<file path="config.mk">
export PLATFORM = sky130hd
export DESIGN_NAME = mem_port_arbiter
export DESIGN_NICKNAME = d
export VERILOG_FILES = /design/src/rtl/mips_pkg.sv /design/src/rtl/rr_arbiter2.sv /design/src/rtl/mem_port_arbiter.sv
export SDC_FILE = /design/constraint.sdc
export NUM_CORES = 1
export LEC_CHECK = 0
export BUFFER_PORTS_ARGS = -buffer_cell sky130_fd_sc_hd__buf_2
export CORE_AREA = 5 5 102 104
export DETAILED_ROUTE_END_ITERATION = 8
export DIE_AREA = 0 0 107 109
export GPL_ROUTABILITY_DRIVEN = 0
export HOLD_SLACK_MARGIN = 0.05
export SLEW_MARGIN = 15
export SYNTH_ARGS = -nofsm -noshare
export SYNTH_HDL_FRONTEND = slang
export SYNTH_SLANG_ARGS = --single-unit
</file>
<file path="constraint.sdc">
create_clock -name Clk -period 1.5 [get_ports Clk]
set_input_delay 0.075 -clock Clk [delete_from_list [all_inputs] [get_ports Clk]]
set_output_delay 0.075 -clock Clk [all_outputs]
set_load 0.1 [all_outputs]
</file>
<file path="src/rtl/mips_pkg.sv">
// Shared definitions for the memory port arbiter: requester IDs, response tag
// layout and small decode helpers.
package mips_pkg;

  // Requester identifiers, also used as bit indices into request/grant vectors
  localparam logic REQ_IF = 1'b0;
  localparam logic REQ_DM = 1'b1;

  // Response tag captured at the end of a granted cycle
  typedef struct packed {
    logic valid;
    logic id;
    logic write;
    logic err;
  } rspTag_t;

  localparam rspTag_t TAG_IDLE = '{valid: 1'b0, id: REQ_IF, write: 1'b0, err: 1'b0};

  // A data access is misaligned when either byte-offset bit is set
  function automatic logic isMisaligned(input logic [1:0] lowBits);
    return (lowBits != 2'b00);
  endfunction

endpackage

</file>
<file path="src/rtl/rr_arbiter2.sv">
// Two-way grant logic (IF vs DM). Grants are combinational from the current
// requests; the LastWin register remembers who won the last contended cycle.
module rr_arbiter2 import mips_pkg::*; #(
  parameter bit RR_EN = 1'b1
) (
  input  logic       Clk,
  input  logic       Reset,
  input  logic [1:0] req,
  output logic [1:0] gnt
);

  logic lastWin_r;
  logic contendWinner_s;

  // Decide who wins when both requesters ask in the same cycle
  always_comb begin
    contendWinner_s = REQ_DM;
    if (RR_EN) begin
      contendWinner_s = (lastWin_r == REQ_IF) ? REQ_DM : REQ_IF;
    end else begin
      contendWinner_s = REQ_DM;
    end
  end

  // One-hot grant; bit 0 is IF, bit 1 is DM
  always_comb begin
    gnt = 2'b00;
    case (req)
      2'b01:   gnt = 2'b01;
      2'b10:   gnt = 2'b10;
      2'b11:   gnt = (contendWinner_s == REQ_DM) ? 2'b10 : 2'b01;
      default: gnt = 2'b00;
    endcase
  end

  // Track the winner of contended cycles only; reset leaves IF as last winner
  always_ff @(posedge Clk or negedge Reset) begin
    if (!Reset) begin
      lastWin_r <= REQ_IF;
    end else if (req == 2'b11) begin
      lastWin_r <= contendWinner_s;
    end else begin
      lastWin_r <= lastWin_r;
    end
  end

endmodule

</file>
<file path="src/rtl/mem_port_arbiter.sv">
// Shares one single-cycle memory port between instruction fetch and data
// accesses. The command goes out in the grant cycle; the response returns
// exactly one cycle later, steered by a registered tag.
module mem_port_arbiter import mips_pkg::*; #(
  parameter int unsigned ADDR_W = 32'd32,
  parameter bit          RR_EN  = 1'b1
) (
  input  logic              Clk,
  input  logic              Reset,
  input  logic              IfReq,
  input  logic [ADDR_W-1:0] IfAddr,
  output logic              IfGnt,
  output logic              IfValid,
  output logic [31:0]       IfRData,
  input  logic              DmReq,
  input  logic              DmWrite,
  input  logic [ADDR_W-1:0] DmAddr,
  input  logic [31:0]       DmWData,
  output logic              DmGnt,
  output logic              DmValid,
  output logic              DmErr,
  output logic [31:0]       DmRData,
  output logic [ADDR_W-1:0] MemAddr,
  output logic [31:0]       MemWData,
  output logic              MemRead,
  output logic              MemWrite,
  input  logic [31:0]       MemRData,
  output logic              Stall
);

  // Fetches are word accesses: the byte offset is dropped from the address
  localparam logic [ADDR_W-1:0] WORD_MASK = ~{{(ADDR_W-2){1'b0}}, 2'b11};

  logic [1:0] reqVec_s;
  logic [1:0] gnt_s;
  logic       dmMis_s;
  rspTag_t    tag_r;

  // Requests are masked while in reset so every output stays low
  always_comb begin
    reqVec_s         = 2'b00;
    reqVec_s[REQ_IF] = IfReq & Reset;
    reqVec_s[REQ_DM] = DmReq & Reset;
  end

  rr_arbiter2 #(
    .RR_EN (RR_EN)
  ) u_arb (
    .Clk   (Clk),
    .Reset (Reset),
    .req   (reqVec_s),
    .gnt   (gnt_s)
  );

  // Grant outputs, misalignment check and stall indication
  always_comb begin
    IfGnt   = gnt_s[REQ_IF];
    DmGnt   = gnt_s[REQ_DM];
    dmMis_s = isMisaligned(DmAddr[1:0]);
    Stall   = (reqVec_s[REQ_IF] & ~gnt_s[REQ_IF]) | (reqVec_s[REQ_DM] & ~gnt_s[REQ_DM]);
  end

  // Drive the shared memory command for the granted requester
  always_comb begin
    MemAddr  = {ADDR_W{1'b0}};
    MemWData = 32'h0000_0000;
    MemRead  = 1'b0;
    MemWrite = 1'b0;
    if (gnt_s[REQ_IF]) begin
      MemAddr = IfAddr & WORD_MASK;
      MemRead = 1'b1;
    end else if (gnt_s[REQ_DM] && !dmMis_s) begin
      MemAddr  = DmAddr;
      MemRead  = ~DmWrite;
      MemWrite = DmWrite;
      MemWData = DmWrite ? DmWData : 32'h0000_0000;
    end else begin
      MemAddr  = {ADDR_W{1'b0}};
      MemWData = 32'h0000_0000;
      MemRead  = 1'b0;
      MemWrite = 1'b0;
    end
  end

  // Capture who was granted so the response can be steered next cycle
  always_ff @(posedge Clk or negedge Reset) begin
    if (!Reset) begin
      tag_r <= TAG_IDLE;
    end else begin
      tag_r.valid <= gnt_s[REQ_IF] | gnt_s[REQ_DM];
      tag_r.id    <= gnt_s[REQ_DM] ? REQ_DM : REQ_IF;
      tag_r.write <= gnt_s[REQ_DM] & DmWrite;
      tag_r.err   <= gnt_s[REQ_DM] & dmMis_s;
    end
  end

  // Steer the response; stores and errored accesses return zero data
  always_comb begin
    IfValid = tag_r.valid & (tag_r.id == REQ_IF);
    DmValid = tag_r.valid & (tag_r.id == REQ_DM);
    DmErr   = tag_r.valid & (tag_r.id == REQ_DM) & tag_r.err;
    if (IfValid) begin
      IfRData = MemRData;
    end else begin
      IfRData = 32'h0000_0000;
    end
    if (DmValid && !tag_r.write && !tag_r.err) begin
      DmRData = MemRData;
    end else begin
      DmRData = 32'h0000_0000;
    end
  end

endmodule

</file>
==> results of run 1 <==
## worst register-to-register path, delay by kind of cell (launching register included)
kind | cells | cell delay, ns
AO/OA/AOI/OAI | 1 | 0.24
buffers and inverters | 1 | 0.16
flip-flops | 1 | 0.41
AND/OR/NAND/NOR | 1 | 0.17
## routing by layer
layer	up-vias	routed length, um	track usage (%)
met3	6	1040	5.21
li1	1175	-	-
met5	-	13	0
met2	160	5610	31.1
met1	1121	3010	13.1
met4	2	43	2.19
## sequential cells by signal (all words and copies together), names as in the netlist
name             count
u_arb.lastWin_r      1
tag_r                4
## power by group through the flow
| stage | sequential [mW] | combinational (mW) | clock, mW |
|---|---|---|---|
| global route | 0.185 | 3.11 | 0.263 |
| CTS | 0.183 | 2.97 | 0.255 |
| finish | 0.184 | 3.02 | 0.248 |
| floorplan | 0.183 | 1.74 | 0 |
| detailed placement | 0.184 | 2.89 | 0 |
| global placement | 0.180 | 2.86 | 0 |
## kinds of logic (layout without fill, tap and decap cells)
logic type | after synthesis | in the layout | share of synthesized area (%)
compound gates | 36 | 36 | 26.6
other cells | 1 | 2 | 0.309
buf+inv | 22 | 309 | 7.84
flops | 5 | 5 | 10.3
simple gates | 105 | 105 | 54.2
xor+xnor | 1 | 1 | 0.723
## worst max path at each step
stage,from,endpoint,slack (ns),cells past startpoint
5_1_grt,u_arb.lastWin_r,MemWData[20],-0.36,5
2_1_floorplan,u_arb.lastWin_r,MemWData[21],-0.26,3
3_5_place_dp,u_arb.lastWin_r,MemWData[5],-0.07,5
3_3_place_gp,u_arb.lastWin_r,MemWData[14],-0.04,5
4_1_cts,u_arb.lastWin_r,MemWData[5],-0.32,5
6_report,u_arb.lastWin_r,MemWData[5],-0.31,5
## cell type report
class                           count  area [um^2]
Clock buffer                        4         45.0
Multi-Input combinational cell    144         1590
Sequential cell                     5          125
Timing Repair Buffer              303         3730
Inverter                            2         7.51
Fill cell                         741         3810
Tap cell                          114          143
## metrics by stage
step	total power [mW]	setup slack [ns]	instance area (um^2)
5_1_grt	3.56	-0.364	5650
2_1_floorplan	1.93	-0.265	1820
3_5_place_dp	3.07	-0.0708	5350
3_3_place_gp	3.04	-0.0351	5350
4_1_cts	3.40	-0.324	5530
6_report	3.45	-0.309	5650
## cell usage in the layout (no fill, tap or decap), types with 2 or more instances in the layout
master | synthesis | routed
a22o_4 | 0 | 30
and2_4 | 0 | 65
and3_1 | 33 | 2
and3_2 | 0 | 7
and3_4 | 0 | 24
buf_12 | 0 | 137
buf_16 | 0 | 2
buf_2 | 3 | 133
buf_4 | 2 | 25
buf_6 | 0 | 4
clkbuf_8 | 0 | 3
conb_1 | 1 | 2
dfrtp_1 | 5 | 5
nand2_1 | 2 | 2
o21a_1 | 2 | 2
## repair_timing
item                       CTS  global route
hold buffers                 1             0
gates resized for setup     10            20
gates cloned                 3             2
hold endpoints to repair     5             0
buffers inserted             4            11
pin swaps                    3            16
setup endpoints to repair   97           129
==> flow_metrics.env, run 1 <==
export IMPL_cts_tree="yes"
export IMPL_post_route_min_period_ns=1.81
export IMPL_cts_htree_levels=1
export IMPL_pwr_share_comb_pct=87.5
export IMPL_p_leak_nw=2.72
export IMPL_syn_inst=170
export IMPL_worst_path_most_repeated_cell="buf_12"
export IMPL_synthTopCellsByCount="and2_1 (67), and3_1 (33), a22o_1 (30)"
export IMPL_finalSetupTns_ns=-19.68
export IMPL_grtUsageTotal_pct=14.6
export IMPL_avgSynthCellArea_um2=7.13
export IMPL_swShare_pct=55.0
export IMPL_yosysMostFrequentCell="and2_1"
export IMPL_synth_area_um2=1210
export IMPL_core_um2=9460
export IMPL_path_max_fanout=23
export IMPL_num_rows=36
export IMPL_vias_per_cell=4.31
export IMPL_synth_edff_count=0
export IMPL_drt_total_wl_mm=9.72
export IMPL_setup_violations=118
export IMPL_fin_cells=572
export IMPL_r2r_setup_slack_ns=0.45
export IMPL_cp_start_kind="flip-flop"
export IMPL_final_hold_viol_count=0
export IMPL_start_util_pct=12.8
export IMPL_num_vias=2464
export IMPL_setup_ws_ns=-0.309
export IMPL_cts_sinks=5
export IMPL_drt_iter0_drc=50
export IMPL_violations="negative setup slack"
export IMPL_required_ns=1.42
export IMPL_fin_hold_ws_ns=0.116
export IMPL_slowest_stage="dfrtp_1"
export IMPL_rr_worst_depth=3
export IMPL_first_global_vias=2680
export IMPL_placedCellCount=549
export IMPL_worstHoldStart="DmAddr[1]"
export IMPL_synth_seq_area_share_pct=10.3
export IMPL_drcViolationCount=0
export IMPL_worst_path_buf_inv=3
export IMPL_p_seq_share_pct=5.3
export IMPL_antenna_found_initial=1
export IMPL_ys_flop_type="dfrtp_1"
export IMPL_ys_ff_latch=5
export IMPL_timing_fmax_mhz=553
export IMPL_ioPinCount=269
export IMPL_drv_cap=0
export IMPL_final_nets=592
export IMPL_async_reset_ff_share_pct=100
export IMPL_clock_root_buffer="clkbuf_8"
export IMPL_final_util_pct=59.7
export IMPL_ys_types=19
export IMPL_clock_power_share_pct=7.2
export IMPL_areaGrowthSynthToFinish_pct=366
export IMPL_grt_pass1_wl_mm=13.5
export IMPL_irDropWorstVdd_uv=384
export IMPL_routedWlPerCell_um=17.0
export IMPL_p_int_mw=1.55
export IMPL_drv_slew=0
export IMPL_die_y_um=109
export IMPL_r2r_end="tag_r[1]"
export IMPL_critPathArrivalTime_ns=1.73
export IMPL_grt_setup_unrepaired="yes"
export IMPL_min_path_cells=2
export IMPL_crit_path_end_kind="output pin"
export IMPL_synth_top_area_share_pct=34.6
export IMPL_cts_buffers=3
export IMPL_dr_pass1_iters=2
export IMPL_min_path_type="input port to flip-flop"
export IMPL_port_buffers=264
export IMPL_hold_end="tag_r[0]"
export IMPL_worst_pin_slew_ns=0.527
export IMPL_drive_gt1_share_pct=96.1
export IMPL_path_class="flip-flop to output pin"
export IMPL_dp_hpwl_mm=8.25
export IMPL_yosysWarnings=0
export IMPL_path_cells="a2111oi_4 > buf_12 > buf_12 > and3_4 > buf_12"
export IMPL_cts_buffer_depth=2
export IMPL_crit_family="buffers and inverters"
export IMPL_yosysTopAreaCell="and2_1"
export IMPL_diodes=0
export IMPL_maxSlewHeadroom_pct=65.1
export IMPL_power_density_nw_per_um2=612
export IMPL_fin_crit_sh_pct=121
export IMPL_status="complete, but fails checks"
export IMPL_postRouteAntennaNets=0
export IMPL_die_x_um=107
export IMPL_insertion_delay_ns=0.22
export IMPL_die_area_um2=11700
export IMPL_clk_pin_slew_ns=0.04
export IMPL_grt_start_max_net_pins=34
export IMPL_fin_skew_ns=0.00410
export IMPL_overflow=0
export IMPL_ys_top_cells_by_area="and2_1 (35%), a22o_1 (22%), and3_1 (17%), dfrtp_1 (10%), clkbuf_1 (4.3%)"
export IMPL_p_switching_mw=1.90
export IMPL_critical_path_max_stage_delay_ns=0.41
export IMPL_r2r_start="u_arb.lastWin_r"
No activity file was read; power rests on OpenSTA's default activity.
==> run 2, diff against run 1 <==
==> constraint.sdc (replaced) <==
create_clock -name Clk -period 1.5 [get_ports Clk]
set_input_delay 0.15 -clock Clk [delete_from_list [all_inputs] [get_ports Clk]]
set_output_delay 0.15 -clock Clk [all_outputs]
set_load 0.1 [all_outputs]
==> flow_metrics.env, run 2 (synthesis results as in run 1) <==
export IMPL_cp_start_kind="flip-flop"
export IMPL_crit_path_end_kind="output pin"
export IMPL_die_area_um2=11700
export IMPL_worst_path_buf_inv=3
export IMPL_cts_sinks=5
export IMPL_fin_skew_ns=0.00228
export IMPL_drt_total_wl_mm=10.3
export IMPL_status="complete, but fails checks"
export IMPL_routedWlPerCell_um=18.1
export IMPL_postRouteAntennaNets=0
export IMPL_grt_setup_unrepaired="yes"
export IMPL_post_route_min_period_ns=1.88
export IMPL_die_x_um=107
export IMPL_cts_buffer_depth=2
export IMPL_dp_hpwl_mm=8.92
export IMPL_overflow=0
export IMPL_critical_path_max_stage_delay_ns=0.41
export IMPL_grtUsageTotal_pct=16.5
export IMPL_critPathArrivalTime_ns=1.73
export IMPL_largestRegisters="tag_r: 4 flops, u_arb.lastWin_r: 1 flops"
export IMPL_dr_wl_met3_mm=1.05
export IMPL_drt_iter0_drc=48
export IMPL_areaGrowthSynthToFinish_pct=370
export IMPL_rr_worst_depth=3
export IMPL_regMostFlops="tag_r"
export IMPL_core_um2=9460
export IMPL_cts_buffers=3
export IMPL_port_buffers=264
export IMPL_ioPinCount=269
export IMPL_drive_gt1_share_pct=96.2
export IMPL_insertion_delay_ns=0.22
export IMPL_min_path_cells=2
export IMPL_antenna_found_initial=1
export IMPL_num_rows=36
export IMPL_die_y_um=109
export IMPL_fin_crit_sh_pct=125
export IMPL_setup_ws_ns=-0.380
export IMPL_met2_length_mm=6.04
export IMPL_timing_fmax_mhz=532
export IMPL_regArea_um2=125
export IMPL_r2r_start="u_arb.lastWin_r"
export IMPL_finalSetupTns_ns=-29.50
export IMPL_required_ns=1.35
export IMPL_p_switching_mw=1.92
export IMPL_largest_reg_flops=4
export IMPL_path_max_fanout=13
export IMPL_drv_slew=0
export IMPL_irDropWorstVdd_uv=403
export IMPL_dr_pass1_iters=4
export IMPL_setup_violations=130
export IMPL_p_leak_nw=2.70
export IMPL_num_vias=2453
export IMPL_p_seq_share_pct=5.2
export IMPL_clk_pin_slew_ns=0.04
export IMPL_cts_tree="yes"
export IMPL_violations="negative setup slack"
export IMPL_start_util_pct=12.8
export IMPL_final_hold_viol_count=0
export IMPL_fillers=747
export IMPL_cts_htree_levels=1
export IMPL_worstHoldStart="DmAddr[1]"
export IMPL_crit_start="u_arb.lastWin_r"
export IMPL_final_common_cell="buf_12"
export IMPL_drv_cap=0
export IMPL_met1Wirelength_mm=3.09
export IMPL_clock_power_share_pct=7.1
export IMPL_drcViolationCount=0
export IMPL_grt_pass1_wl_mm=14.8
export IMPL_diodes=0
export IMPL_min_path_type="input port to flip-flop"
export IMPL_multiInputGateArea_um2=1610
export IMPL_slowest_stage="dfrtp_1"
export IMPL_vias_per_cell=4.33
export IMPL_path_class="flip-flop to output pin"
export IMPL_final_nets=586
export IMPL_power_density_nw_per_um2=611
export IMPL_pwr_share_comb_pct=87.6
export IMPL_swShare_pct=55.1
export IMPL_routed_top_layer="met5"
export IMPL_worst_path_most_repeated_cell="buf_12"
export IMPL_path_cells="a2111oi_4 > buf_6 > buf_12 > and3_4 > buf_12"
export IMPL_layout_common_cells="buf_12 (138), buf_2 (131), and2_4 (66)"
export IMPL_fin_cells=566
export IMPL_crit_family="buffers and inverters"
export IMPL_worst_path_stages=5
export IMPL_grt_start_max_net_pins=23
export IMPL_p_int_mw=1.56
export IMPL_placedCellCount=548
export IMPL_clock_root_buffer="clkbuf_8"
export IMPL_power_mw=3.48
export IMPL_first_global_vias=2696
run 2: changes by cell type in the layout (fill, tap and decap cells not counted), sizes merged:
cell    previous run  this run
buf              301       296
clkbuf             5         3
clkinv             0         1
run 2: worst register-to-register path: stages (launching register included):
cell	delay [ns]
dfrtp_1	0.41
buf_4	0.16
a21oi_2	0.26
o21a_1	0.18
run 2: final timing paths:
check | slack, ns | to
worst max-delay path | -0.38 | MemWData[8]
worst min-delay path | 0.20 | tag_r[0]
worst max register to register | 0.43 | tag_r[0]
worst min register to register | 0.67 | tag_r[2]
max in group asynchronous | 0.87 | u_arb.lastWin_r
min in group asynchronous | 0.44 | tag_r[1]
run 2: layout make-up:
| type | instances | share of cell area [%] |
|---|---|---|
| well taps | 114 | 2.50 |
| clock inverters | 1 | 0.0879 |
| inverters | 2 | 0.132 |
| repair buffers | 297 | 66.0 |
| multi-input cells | 144 | 28.3 |
| flip-flops and latches | 5 | 2.20 |
| clock buffers | 3 | 0.725 |
run 2: stage by stage:
stage	hold WS (ns)	area [um^2]	utilization (%)	worst slack (ns)
2_1_floorplan	-0.146	1850	-	-0.233
3_3_place_gp	0.0632	5380	56.8	-0.130
3_5_place_dp	0.0688	5380	56.8	-0.176
4_1_cts	0.196	5740	60.7	-0.384
5_1_grt	0.219	5700	60.2	-0.458
6_report	0.201	5700	60.2	-0.380
run 2: timing repair:
item	in CTS	in global routing
endpoints found under the hold margin	5	0
hold buffers	1	0
gates resized for setup	37	6
setup endpoints to repair	115	130
buffers inserted	9	1
gates cloned	6	0
pin swaps	15	5
run 2: power by group through the flow:
stage	Clock (mW)	Combinational [mW]	Sequential, mW
6_report	0.248	3.05	0.182
5_1_grt	0.264	3.14	0.185
4_1_cts	0.255	3.10	0.182
3_5_place_dp	0	2.90	0.183
3_3_place_gp	0	2.87	0.180
2_1_floorplan	0	1.76	0.183
run 2: routing by layer:
metal,up-vias,global-route usage (%)
met3,8,5.33
met1,1120,14.2
met2,162,36.1
met4,2,2.92
met5,-,0
li1,1161,-
